==> config.mk <==
export PLATFORM = sky130hd
export DESIGN_NAME = bus_arbiter_2m_flat
export DESIGN_NICKNAME = d
export VERILOG_FILES = /design/src/rtl/bus_pkg.sv /design/src/rtl/bus_arbiter_2m_if.sv /design/src/rtl/bus_arbiter_2m_watchdog.sv /design/src/rtl/bus_arbiter_2m.sv /design/src/flat_wrapper.sv
export SDC_FILE = /design/constraint.sdc
export NUM_CORES = 1
export LEC_CHECK = 0
export ABC_AREA = 1
export CAP_MARGIN = 5
export CELL_PAD_IN_SITES_DETAIL_PLACEMENT = 0
export CELL_PAD_IN_SITES_GLOBAL_PLACEMENT = 2
export CORE_MARGIN = 10
export CORE_UTILIZATION = 20
export DETAILED_ROUTE_END_ITERATION = 10
export HOLD_SLACK_MARGIN = 0.1
export PLACE_DENSITY = 0.86
export SYNTH_ARGS = -nofsm -noshare
export SYNTH_HDL_FRONTEND = slang
export SYNTH_SLANG_ARGS = --single-unit
==> constraint.sdc <==
create_clock -name clk -period 1.5 [get_ports clk]
set_input_delay 0.3 -clock clk [delete_from_list [all_inputs] [get_ports clk]]
set_output_delay 0.3 -clock clk [all_outputs]
set_load 0.01 [all_outputs]
==> src/rtl/bus_pkg.sv <==
// -----------------------------------------------------------------------------
// bus_pkg
// Types and constants shared by the two-master serial bus arbiter.
//   arb_state_t : arbiter FSM states
//   M0 / M1     : owner encodings stored in the owner / last registers
// -----------------------------------------------------------------------------
package bus_pkg;

    typedef enum logic [1:0] {
        IDLE       = 2'd0,
        GRANTED    = 2'd1,
        TURNAROUND = 2'd2
    } arb_state_t;

    localparam logic M0 = 1'b0;
    localparam logic M1 = 1'b1;

endpackage

==> src/rtl/bus_arbiter_2m_if.sv <==
// -----------------------------------------------------------------------------
// bus_arbiter_2m_if
// Signal bundle for the two-master arbiter: master-side requests and
// responses, the shared bit-serial slave port, and arbiter status.
// Modports:
//   arb    : the arbiter itself
//   master : the environment driving M0/M1
//   slave  : the shared slave port
// -----------------------------------------------------------------------------
interface bus_arbiter_2m_if;

    // Master side
    logic m0_breq,        m1_breq;
    logic m0_bgrant,      m1_bgrant;
    logic m0_mode,        m1_mode;
    logic m0_wr_bus,      m1_wr_bus;
    logic m0_valid,       m1_valid;
    logic m0_ready,       m1_ready;
    logic m0_rd_bus,      m1_rd_bus;
    logic m0_slave_ready, m1_slave_ready;
    logic m0_slave_valid, m1_slave_valid;

    // Slave side
    logic s_mode, s_wr_bus, s_master_valid, s_master_ready;
    logic s_rd_bus, s_slave_ready, s_slave_valid;

    // Status
    logic bus_busy, timeout_err;

    modport arb (
        input  m0_breq, m1_breq, m0_mode, m1_mode, m0_wr_bus, m1_wr_bus,
               m0_valid, m1_valid, m0_ready, m1_ready,
               s_rd_bus, s_slave_ready, s_slave_valid,
        output m0_bgrant, m1_bgrant, m0_rd_bus, m1_rd_bus,
               m0_slave_ready, m1_slave_ready, m0_slave_valid, m1_slave_valid,
               s_mode, s_wr_bus, s_master_valid, s_master_ready,
               bus_busy, timeout_err
    );

    modport master (
        output m0_breq, m1_breq, m0_mode, m1_mode, m0_wr_bus, m1_wr_bus,
               m0_valid, m1_valid, m0_ready, m1_ready,
        input  m0_bgrant, m1_bgrant, m0_rd_bus, m1_rd_bus,
               m0_slave_ready, m1_slave_ready, m0_slave_valid, m1_slave_valid,
               bus_busy, timeout_err
    );

    modport slave (
        input  s_mode, s_wr_bus, s_master_valid, s_master_ready,
        output s_rd_bus, s_slave_ready, s_slave_valid
    );

endinterface

==> src/rtl/bus_arbiter_2m_watchdog.sv <==
// -----------------------------------------------------------------------------
// arb_watchdog
// Counts consecutive idle bus cycles while a master owns the bus and flags
// the cycle in which the TIMEOUT-th idle cycle occurs. TIMEOUT = 0 disables.
// Ports:
//   clk, rstn   : clock, synchronous active-low reset
//   i_count_en  : high while the bus is granted; low clears the counter
//   i_bus_idle  : no owner or slave handshake activity this cycle
//   o_expire    : this cycle completes TIMEOUT consecutive idle cycles
// -----------------------------------------------------------------------------
module arb_watchdog #(
    parameter int TIMEOUT = 64
) (
    input  logic clk,
    input  logic rstn,
    input  logic i_count_en,
    input  logic i_bus_idle,
    output logic o_expire
);

    localparam int              CNT_W    = (TIMEOUT > 0) ? $clog2(TIMEOUT + 1) : 1;
    localparam bit              WD_EN    = (TIMEOUT != 0);
    localparam logic [CNT_W-1:0] CNT_MAX  = CNT_W'(TIMEOUT);
    localparam logic [CNT_W-1:0] CNT_LAST = WD_EN ? CNT_W'(TIMEOUT - 1) : '0;

    logic [CNT_W-1:0] r_idle_cnt;

    // Cleared outside GRANTED, so every new grant starts counting from zero.
    always_ff @(posedge clk) begin
        if (!rstn) begin
            r_idle_cnt <= '0;
        end else if (!i_count_en || !i_bus_idle) begin
            r_idle_cnt <= '0;
        end else if (r_idle_cnt != CNT_MAX) begin
            r_idle_cnt <= r_idle_cnt + 1'b1;
        end
    end

    // The current idle cycle is the last one allowed: fire now so the grant
    // drops in the following cycle.
    assign o_expire = WD_EN && i_count_en && i_bus_idle && (r_idle_cnt == CNT_LAST);

endmodule

==> src/rtl/bus_arbiter_2m.sv <==
// -----------------------------------------------------------------------------
// bus_arbiter_2m
// Two-master arbiter for the bit-serial system bus. Grants the shared slave
// port with round-robin priority on ties, routes the owner's signals to the
// slave and the slave's responses back to the owner, and reclaims the bus
// through a watchdog when the owner stalls.
// Ports:
//   clk   : clock
//   rstn  : synchronous active-low reset
//   bus   : bus_arbiter_2m_if.arb (requests, grants, slave port, status)
// -----------------------------------------------------------------------------
module bus_arbiter_2m
    import bus_pkg::*;
#(
    parameter int TIMEOUT = 64
) (
    input  logic          clk,
    input  logic          rstn,
    bus_arbiter_2m_if.arb bus
);

    arb_state_t r_state;
    logic       r_owner;
    logic       r_last;
    logic       r_timeout_err;

    logic w_granted;
    logic w_m0_sel;
    logic w_m1_sel;
    logic w_own_breq;
    logic w_own_valid;
    logic w_own_ready;
    logic w_bus_idle;
    logic w_expire;
    logic w_pick;

    assign w_granted   = (r_state == GRANTED);
    assign w_m0_sel    = w_granted && (r_owner == M0);
    assign w_m1_sel    = w_granted && (r_owner == M1);
    assign w_own_breq  = (r_owner == M1) ? bus.m1_breq  : bus.m0_breq;
    assign w_own_valid = (r_owner == M1) ? bus.m1_valid : bus.m0_valid;
    assign w_own_ready = (r_owner == M1) ? bus.m1_ready : bus.m0_ready;
    assign w_bus_idle  = ~(w_own_valid | w_own_ready | bus.s_slave_ready | bus.s_slave_valid);

    // On a tie the master not served last wins.
    always_comb begin
        w_pick = M0;
        if (bus.m0_breq && bus.m1_breq) begin
            w_pick = ~r_last;
        end else if (bus.m1_breq) begin
            w_pick = M1;
        end
    end

    arb_watchdog #(
        .TIMEOUT (TIMEOUT)
    ) u_watchdog (
        .clk        (clk),
        .rstn       (rstn),
        .i_count_en (w_granted),
        .i_bus_idle (w_bus_idle),
        .o_expire   (w_expire)
    );

    // A breq drop takes precedence over expiry so a voluntary release never
    // reports a timeout.
    always_ff @(posedge clk) begin
        if (!rstn) begin
            r_state       <= IDLE;
            r_owner       <= M0;
            r_last        <= M1;
            r_timeout_err <= 1'b0;
        end else begin
            r_timeout_err <= 1'b0;
            case (r_state)
                IDLE: begin
                    if (bus.m0_breq || bus.m1_breq) begin
                        r_owner <= w_pick;
                        r_state <= GRANTED;
                    end
                end
                GRANTED: begin
                    if (!w_own_breq) begin
                        r_state <= TURNAROUND;
                        r_last  <= r_owner;
                    end else if (w_expire) begin
                        r_state       <= TURNAROUND;
                        r_last        <= r_owner;
                        r_timeout_err <= 1'b1;
                    end
                end
                TURNAROUND: r_state <= IDLE;
                default:    r_state <= IDLE;
            endcase
        end
    end

    assign bus.m0_bgrant      = w_m0_sel;
    assign bus.m1_bgrant      = w_m1_sel;
    assign bus.bus_busy       = w_granted;
    assign bus.timeout_err    = r_timeout_err;

    // Owner to slave; forced low outside GRANTED so TURNAROUND parks the slave.
    assign bus.s_mode         = (w_m0_sel & bus.m0_mode)   | (w_m1_sel & bus.m1_mode);
    assign bus.s_wr_bus       = (w_m0_sel & bus.m0_wr_bus) | (w_m1_sel & bus.m1_wr_bus);
    assign bus.s_master_valid = (w_m0_sel & bus.m0_valid)  | (w_m1_sel & bus.m1_valid);
    assign bus.s_master_ready = (w_m0_sel & bus.m0_ready)  | (w_m1_sel & bus.m1_ready);

    // Slave to owner only.
    assign bus.m0_rd_bus      = w_m0_sel & bus.s_rd_bus;
    assign bus.m0_slave_ready = w_m0_sel & bus.s_slave_ready;
    assign bus.m0_slave_valid = w_m0_sel & bus.s_slave_valid;
    assign bus.m1_rd_bus      = w_m1_sel & bus.s_rd_bus;
    assign bus.m1_slave_ready = w_m1_sel & bus.s_slave_ready;
    assign bus.m1_slave_valid = w_m1_sel & bus.s_slave_valid;

endmodule

==> src/flat_wrapper.sv <==
// flat-port wrapper written by rule: the top's interface ports become plain ports
module bus_arbiter_2m_flat import bus_pkg::*;
#(
    parameter int TIMEOUT = 64
)
  (clk, rstn, bus_m0_breq, bus_m1_breq, bus_m0_mode, bus_m1_mode, bus_m0_wr_bus, bus_m1_wr_bus, bus_m0_valid, bus_m1_valid, bus_m0_ready, bus_m1_ready, bus_s_rd_bus, bus_s_slave_ready, bus_s_slave_valid, bus_m0_bgrant, bus_m1_bgrant, bus_m0_rd_bus, bus_m1_rd_bus, bus_m0_slave_ready, bus_m1_slave_ready, bus_m0_slave_valid, bus_m1_slave_valid, bus_s_mode, bus_s_wr_bus, bus_s_master_valid, bus_s_master_ready, bus_bus_busy, bus_timeout_err);
  bus_arbiter_2m_if bus_i ();
  input  logic clk;
  input  logic rstn;
  input wire logic [$bits(bus_i.m0_breq)-1:0] bus_m0_breq;
  input wire logic [$bits(bus_i.m1_breq)-1:0] bus_m1_breq;
  input wire logic [$bits(bus_i.m0_mode)-1:0] bus_m0_mode;
  input wire logic [$bits(bus_i.m1_mode)-1:0] bus_m1_mode;
  input wire logic [$bits(bus_i.m0_wr_bus)-1:0] bus_m0_wr_bus;
  input wire logic [$bits(bus_i.m1_wr_bus)-1:0] bus_m1_wr_bus;
  input wire logic [$bits(bus_i.m0_valid)-1:0] bus_m0_valid;
  input wire logic [$bits(bus_i.m1_valid)-1:0] bus_m1_valid;
  input wire logic [$bits(bus_i.m0_ready)-1:0] bus_m0_ready;
  input wire logic [$bits(bus_i.m1_ready)-1:0] bus_m1_ready;
  input wire logic [$bits(bus_i.s_rd_bus)-1:0] bus_s_rd_bus;
  input wire logic [$bits(bus_i.s_slave_ready)-1:0] bus_s_slave_ready;
  input wire logic [$bits(bus_i.s_slave_valid)-1:0] bus_s_slave_valid;
  output wire logic [$bits(bus_i.m0_bgrant)-1:0] bus_m0_bgrant;
  output wire logic [$bits(bus_i.m1_bgrant)-1:0] bus_m1_bgrant;
  output wire logic [$bits(bus_i.m0_rd_bus)-1:0] bus_m0_rd_bus;
  output wire logic [$bits(bus_i.m1_rd_bus)-1:0] bus_m1_rd_bus;
  output wire logic [$bits(bus_i.m0_slave_ready)-1:0] bus_m0_slave_ready;
  output wire logic [$bits(bus_i.m1_slave_ready)-1:0] bus_m1_slave_ready;
  output wire logic [$bits(bus_i.m0_slave_valid)-1:0] bus_m0_slave_valid;
  output wire logic [$bits(bus_i.m1_slave_valid)-1:0] bus_m1_slave_valid;
  output wire logic [$bits(bus_i.s_mode)-1:0] bus_s_mode;
  output wire logic [$bits(bus_i.s_wr_bus)-1:0] bus_s_wr_bus;
  output wire logic [$bits(bus_i.s_master_valid)-1:0] bus_s_master_valid;
  output wire logic [$bits(bus_i.s_master_ready)-1:0] bus_s_master_ready;
  output wire logic [$bits(bus_i.bus_busy)-1:0] bus_bus_busy;
  output wire logic [$bits(bus_i.timeout_err)-1:0] bus_timeout_err;
  assign bus_i.m0_breq = bus_m0_breq;
  assign bus_i.m1_breq = bus_m1_breq;
  assign bus_i.m0_mode = bus_m0_mode;
  assign bus_i.m1_mode = bus_m1_mode;
  assign bus_i.m0_wr_bus = bus_m0_wr_bus;
  assign bus_i.m1_wr_bus = bus_m1_wr_bus;
  assign bus_i.m0_valid = bus_m0_valid;
  assign bus_i.m1_valid = bus_m1_valid;
  assign bus_i.m0_ready = bus_m0_ready;
  assign bus_i.m1_ready = bus_m1_ready;
  assign bus_i.s_rd_bus = bus_s_rd_bus;
  assign bus_i.s_slave_ready = bus_s_slave_ready;
  assign bus_i.s_slave_valid = bus_s_slave_valid;
  assign bus_m0_bgrant = bus_i.m0_bgrant;
  assign bus_m1_bgrant = bus_i.m1_bgrant;
  assign bus_m0_rd_bus = bus_i.m0_rd_bus;
  assign bus_m1_rd_bus = bus_i.m1_rd_bus;
  assign bus_m0_slave_ready = bus_i.m0_slave_ready;
  assign bus_m1_slave_ready = bus_i.m1_slave_ready;
  assign bus_m0_slave_valid = bus_i.m0_slave_valid;
  assign bus_m1_slave_valid = bus_i.m1_slave_valid;
  assign bus_s_mode = bus_i.s_mode;
  assign bus_s_wr_bus = bus_i.s_wr_bus;
  assign bus_s_master_valid = bus_i.s_master_valid;
  assign bus_s_master_ready = bus_i.s_master_ready;
  assign bus_bus_busy = bus_i.bus_busy;
  assign bus_timeout_err = bus_i.timeout_err;
  bus_arbiter_2m #(.TIMEOUT(TIMEOUT)) u_core (.clk(clk), .rstn(rstn), .bus(bus_i));
endmodule
# == Word level (Yosys, flattened, before mapping) ==
# Index checks and enable logic that the tools add are counted.
# word_totals
register_bits,12
latchBits,0
ramBits,0
rom_bits,0
out_inout_bits,14
n_memories,0
# classes
n_addsub,1
multipliers,0
div,0
n_lt_le_gt_ge,0
eq_ne,6
shifts,0
muxes,12
bitwise,25
n_reduce_logical,14
# op_table
operator,n
AND 1 bit,14
two-way mux 1 bit,8
"adder 7 x 1 -> 7 bit, second input constant",1
"equality test 7 x 6 -> 1 bit, second input constant",1
"!= test 7 bit, second input constant",1
bitwise OR 1 bit,7
two-way mux 2 bit,3
AND reduction 2 bit,3
logical AND 1 bit,5
inverter 1 bit,4
one-hot mux 2 bit (2 select lines),1
"!= test 3 bit, second input constant",1
AND reduction 3 bit,1
"equality test 2 x 1 -> 1 bit, second input constant",1
logical NOT 2 bit,1
logical OR 1 bit,2
"!= test 2 x 1 -> 1 bit, second input constant",1
"!= test 2 bit, second input constant",1
OR reduction 2 bit,1
logical NOT 1 bit,1

# == Logic depth before layout (Yosys ltp) ==
# depth
word_depth,10
mapped_depth,9

# == Hierarchy ==
# From an unflattened synthesis, not the netlist that was laid out.
# unflattened
cells_unflattened,116
area_unflattened_um2,739.5
# modules_own_cells
mod,n_inst,cells_each,area_per_inst_um2,seq_area_each_um2
arb_watchdog,1,54,385.4,140.1
bus_arbiter_2m,1,62,354.1,100.1

# == Worst setup path after synthesis ==
# OpenSTA, ideal clock, no wires.
# synth_path
kind,flip-flop to output port
start,register u_core.r_state[0]
end,output bus_m0_rd_bus
arrival_time_ns,1.222
t_required_ns,1.200
setup_slack_ns,-0.022
path_stages_with_launch,7
path_cell_list,dfxtp_1 > inv_1 > nor2_2 > inv_1 > nor2_1 > inv_1 > nor2_1
# synth_between
elab_chain_cells,3
# synth_lines
item,line,source
from (decl),bus_arbiter_2m.sv:22,arb_state_t r_state;
from (signal assigned),bus_arbiter_2m.sv:69,r_state <= IDLE;
from (signal assigned),bus_arbiter_2m.sv:79,r_state <= GRANTED;
from (signal assigned),bus_arbiter_2m.sv:84,r_state <= TURNAROUND;
equality test 2 x 1 -> 1 bit,bus_arbiter_2m.sv:37,assign w_granted = (r_state == GRANTED);
via bus_bus_busy,flat_wrapper.sv:35,output wire logic [$bits(bus_i.bus_busy)-1:0] bus_bus_busy;
logical AND 1 bit,bus_arbiter_2m.sv:38,assign w_m0_sel = w_granted && (r_owner == M0);
via bus_m0_bgrant,flat_wrapper.sv:23,output wire logic [$bits(bus_i.m0_bgrant)-1:0] bus_m0_bgrant;
AND 1 bit,bus_arbiter_2m.sv:110,assign bus.m0_rd_bus = w_m0_sel & bus.s_rd_bus;
to (decl),flat_wrapper.sv:25,output wire logic [$bits(bus_i.m0_rd_bus)-1:0] bus_m0_rd_bus;
# The timed path passes the listed nets, and every way through them passes these cells.

# == Worst setup path after layout ==
# layout_path
start,register u_core.r_state[0]
end,output bus_m1_slave_valid
# layout_between
elab_chain_cells,3
# layout_lines
item,line,source
equality test 2 x 1 -> 1 bit,bus_arbiter_2m.sv:37,
logical AND 1 bit,bus_arbiter_2m.sv:39,assign w_m1_sel = w_granted && (r_owner == M1);
AND 1 bit,bus_arbiter_2m.sv:115,assign bus.m1_slave_valid = w_m1_sel & bus.s_slave_valid;
to (decl),flat_wrapper.sv:30,output wire logic [$bits(bus_i.m1_slave_valid)-1:0] bus_m1_slave_valid;
# No other way between the ends.

==> results_dict.tcl <==
set metrics [dict create \
    outcome "complete, but fails checks" \
    violations "negative setup slack" \
    io_pins 29 \
    cts.sinks 12 \
    ys_types 17 \
    grt_max_degree 8 \
    p_total_mw 0.850 \
    synth_fp_nets 118 \
    first_global_vias 755 \
    io_buffers 28 \
    first_pass_iters 4 \
    slowest_delay_ns 0.34 \
    ys_seq_area_share_pct 36.4 \
    netlist.area_leader.share_pct 36.4 \
    drt_wl_total_mm 1.91 \
    ys_ff_latch 12 \
    num_vias 785 \
    grt_use_total_pct 6.43 \
    globalplace.congestion 0.726 \
    rsz0062_at_grt "true" \
    coreArea_mm2 0.00310 \
    synth_common_cells "nand2_1 (22), nor2_1 (17), inv_1 (16), dfxtp_1 (12), a21oi_1 (7)" \
    cts_buffers 3 \
    fin_skew_ns 0.00387 \
    cts_tree "yes" \
    final_hold_viol_count 0 \
    antenna_found_initial 0 \
    grt_pass1_wl_mm 3.26 \
    synth_area_leader_cell "dfxtp_1" \
    path_cells "inv_2, nor2_4, inv_4, nor2_4, buf_6, inv_4, nor2_2, buf_2" \
    dp_hpwl_mm 1.57 \
    rows 20 \
    leakagePower_nw 0.530 \
    n_antenna_cell 0 \
    cp_max_fo 3 \
    synthCells 101 \
    crit_required_ns 1.20 \
    critical_path_buf_inv_count 5 \
    fin_nets 168 \
    synth_edf_count 0 \
    period_minus_slack_ns 1.58 \
    start_util_pct 21.2 \
    overflow 0 \
    synth_area_leaders "dfxtp_1 (36%), nand2_1 (13%), nor2_1 (9.7%)" \
    setup_viol 9 \
    area_growth_pct 74.2 \
    yosysMostFrequentCell "nand2_1" \
    regArea_um2 244 \
    clock_latency_ns 0.27 \
    syn-cell-area_um2 659 \
    die_area_mm2 0.00599 \
    multiInputGateArea_um2 388 \
    power_per_cell_area_mw_per_mm2 740 \
    cp.arrival_ns 1.28 \
    critical-path-top-delay-family "buffers and inverters" \
    cts_max_level 1 \
    async_reset_ff_share_pct 0 \
    period_share_pct 105 \
    vias_per_cell 4.05 \
    cts_root_buf "clkbuf_4" \
    ctsHoldBuffers 0 \
    cap_violations 0 \
    die_h_um 77.4 \
    endpoint_kind "output port" \
    first_iter_violations 14 \
    wire_per_inst_um 9.87 \
    hp-class "flop to flop" \
    crit_slowest_cell "dfxtp_2" \
    synth_flop_cell "dfxtp_1" \
    critical_path_class "flop to output port" \
    drc 0 \
    worst_slack_ns -0.0766 \
    n_fill_cell 364 \
    yosys_warnings 0 \
    startpoint_type "flop" \
    fmax_ghz 0.634 \
    drv_slew 0 \
    clk_pin_slew_ns 0.08 \
    clockBufferDepth 2 \
    drive_gt1_share_pct 36.0 \
    syn_area_per_cell_um2 6.53 \
    ant_nets 0 \
    die_w_um 77.4 \
    ir_worst_vdd_mv 0.491 \
    max_slew_margin_pct 78.8 \
    utilization_pct 37.0 \
    worst_pin_slew_ns 0.314 \
]
[path summary, 6_finish.rpt]
| path | start | endpoint | slack [ns] | cells after the start |
|---|---|---|---|---|
| max reg2reg | u_core.r_state[0]$_SDFFE_PN0P_ | u_core.r_last$_SDFFE_PN1P_ | 0.14 | 11 |
| min reg2reg | u_core.r_last$_SDFFE_PN1P_ | u_core.r_last$_SDFFE_PN1P_ | 0.46 | 2 |
| max | u_core.r_state[0]$_SDFFE_PN0P_ | bus_m1_slave_valid | -0.08 | 8 |
| min | u_core.r_last$_SDFFE_PN1P_ | u_core.r_last$_SDFFE_PN1P_ | 0.46 | 2 |
[cell families after synthesis]
kind of cell,count (synthesis),synth area share [%]
compound gates,15,13.3
simple gates,52,33.6
flops,12,36.4
xor+xnor,2,2.66
fa+ha+maj,2,3.79
buf+inv,18,10.2
[power by group]
group / leakage [nW] / total (mW) / internal, mW / switching, mW
combinational: 0.410 / 0.255 / 0.136 / 0.119
clock: 0.0210 / 0.255 / 0.147 / 0.108
sequential: 0.0985 / 0.339 / 0.331 / 0.00825
[through the flow]
stage	cell area, um^2	setup WS, ns	TNS, ns	cells	hold WS, ns
floorplan	662	0.0467	0	101	0.426
global placement	1090	-0.353	-3.67	185	0.449
detailed placement	1090	-0.375	-3.67	185	0.453
CTS	1100	-0.160	-0.787	191	0.469
global route	1150	-0.197	-1.61	194	0.491
finish	1150	-0.0766	-0.388	194	0.464
[state kept, by name (all words and copies together) (netlist names)]
| signal | flops |
|---|---|
| u_core.r_owner | 1 |
| u_core.u_watchdog.r_idle_cnt | 7 |
| u_core.r_state | 2 |
| u_core.bus.timeout_err | 1 |
| u_core.r_last | 1 |
[worst reg2reg max path, cell delays in order, from the launching register on]
cell     delay, ns
dfxtp_2       0.34
inv_2         0.04
nor2_4        0.11
buf_4         0.12
buf_4         0.11
nand2_1       0.06
nor2_2        0.11
nand3_1       0.10
nand2_1       0.09
nand2_1       0.07
nand2_1       0.05
nand2_1       0.05
[per-layer routing]
metal / vias to the layer above / part of all wire [%] / global-route usage (%)
met1: 342 / 48 / 7.51
met4: 0 / 0.57 / 2.19
met5: - / 0 / 0
met2: 23 / 47 / 10.8
met3: 2 / 4.2 / 2.07
li1: 418 / - / -
[layout by cell type (no fill, tap or decap), drive strengths merged, types with 2 or more instances in the layout]
master,count
ha,2
nand2,22
inv,18
xor2,2
a22o,2
clkdlybuf4s50,15
clkbuf,5
o21ai,4
nor2,20
nand3,7
dfxtp,12
nor3,2
a21oi,7
buf,29
[timing repair]
item,4_1_cts,5_1_grt
pin swaps,3,5
buffers inserted,2,3
endpoints found under the setup margin,13,15
resized for setup,57,15
[area by class of cell]
cell class	count	area share, %
Multi-Input combinational cell	71	33.8
Inverter	18	6.32
Timing Repair Buffer	45	30.7
Clock buffer	4	3.16
Sequential cell	12	21.2
Tap cell	44	4.79
Note: power is estimated with default switching activity, not from simulation.
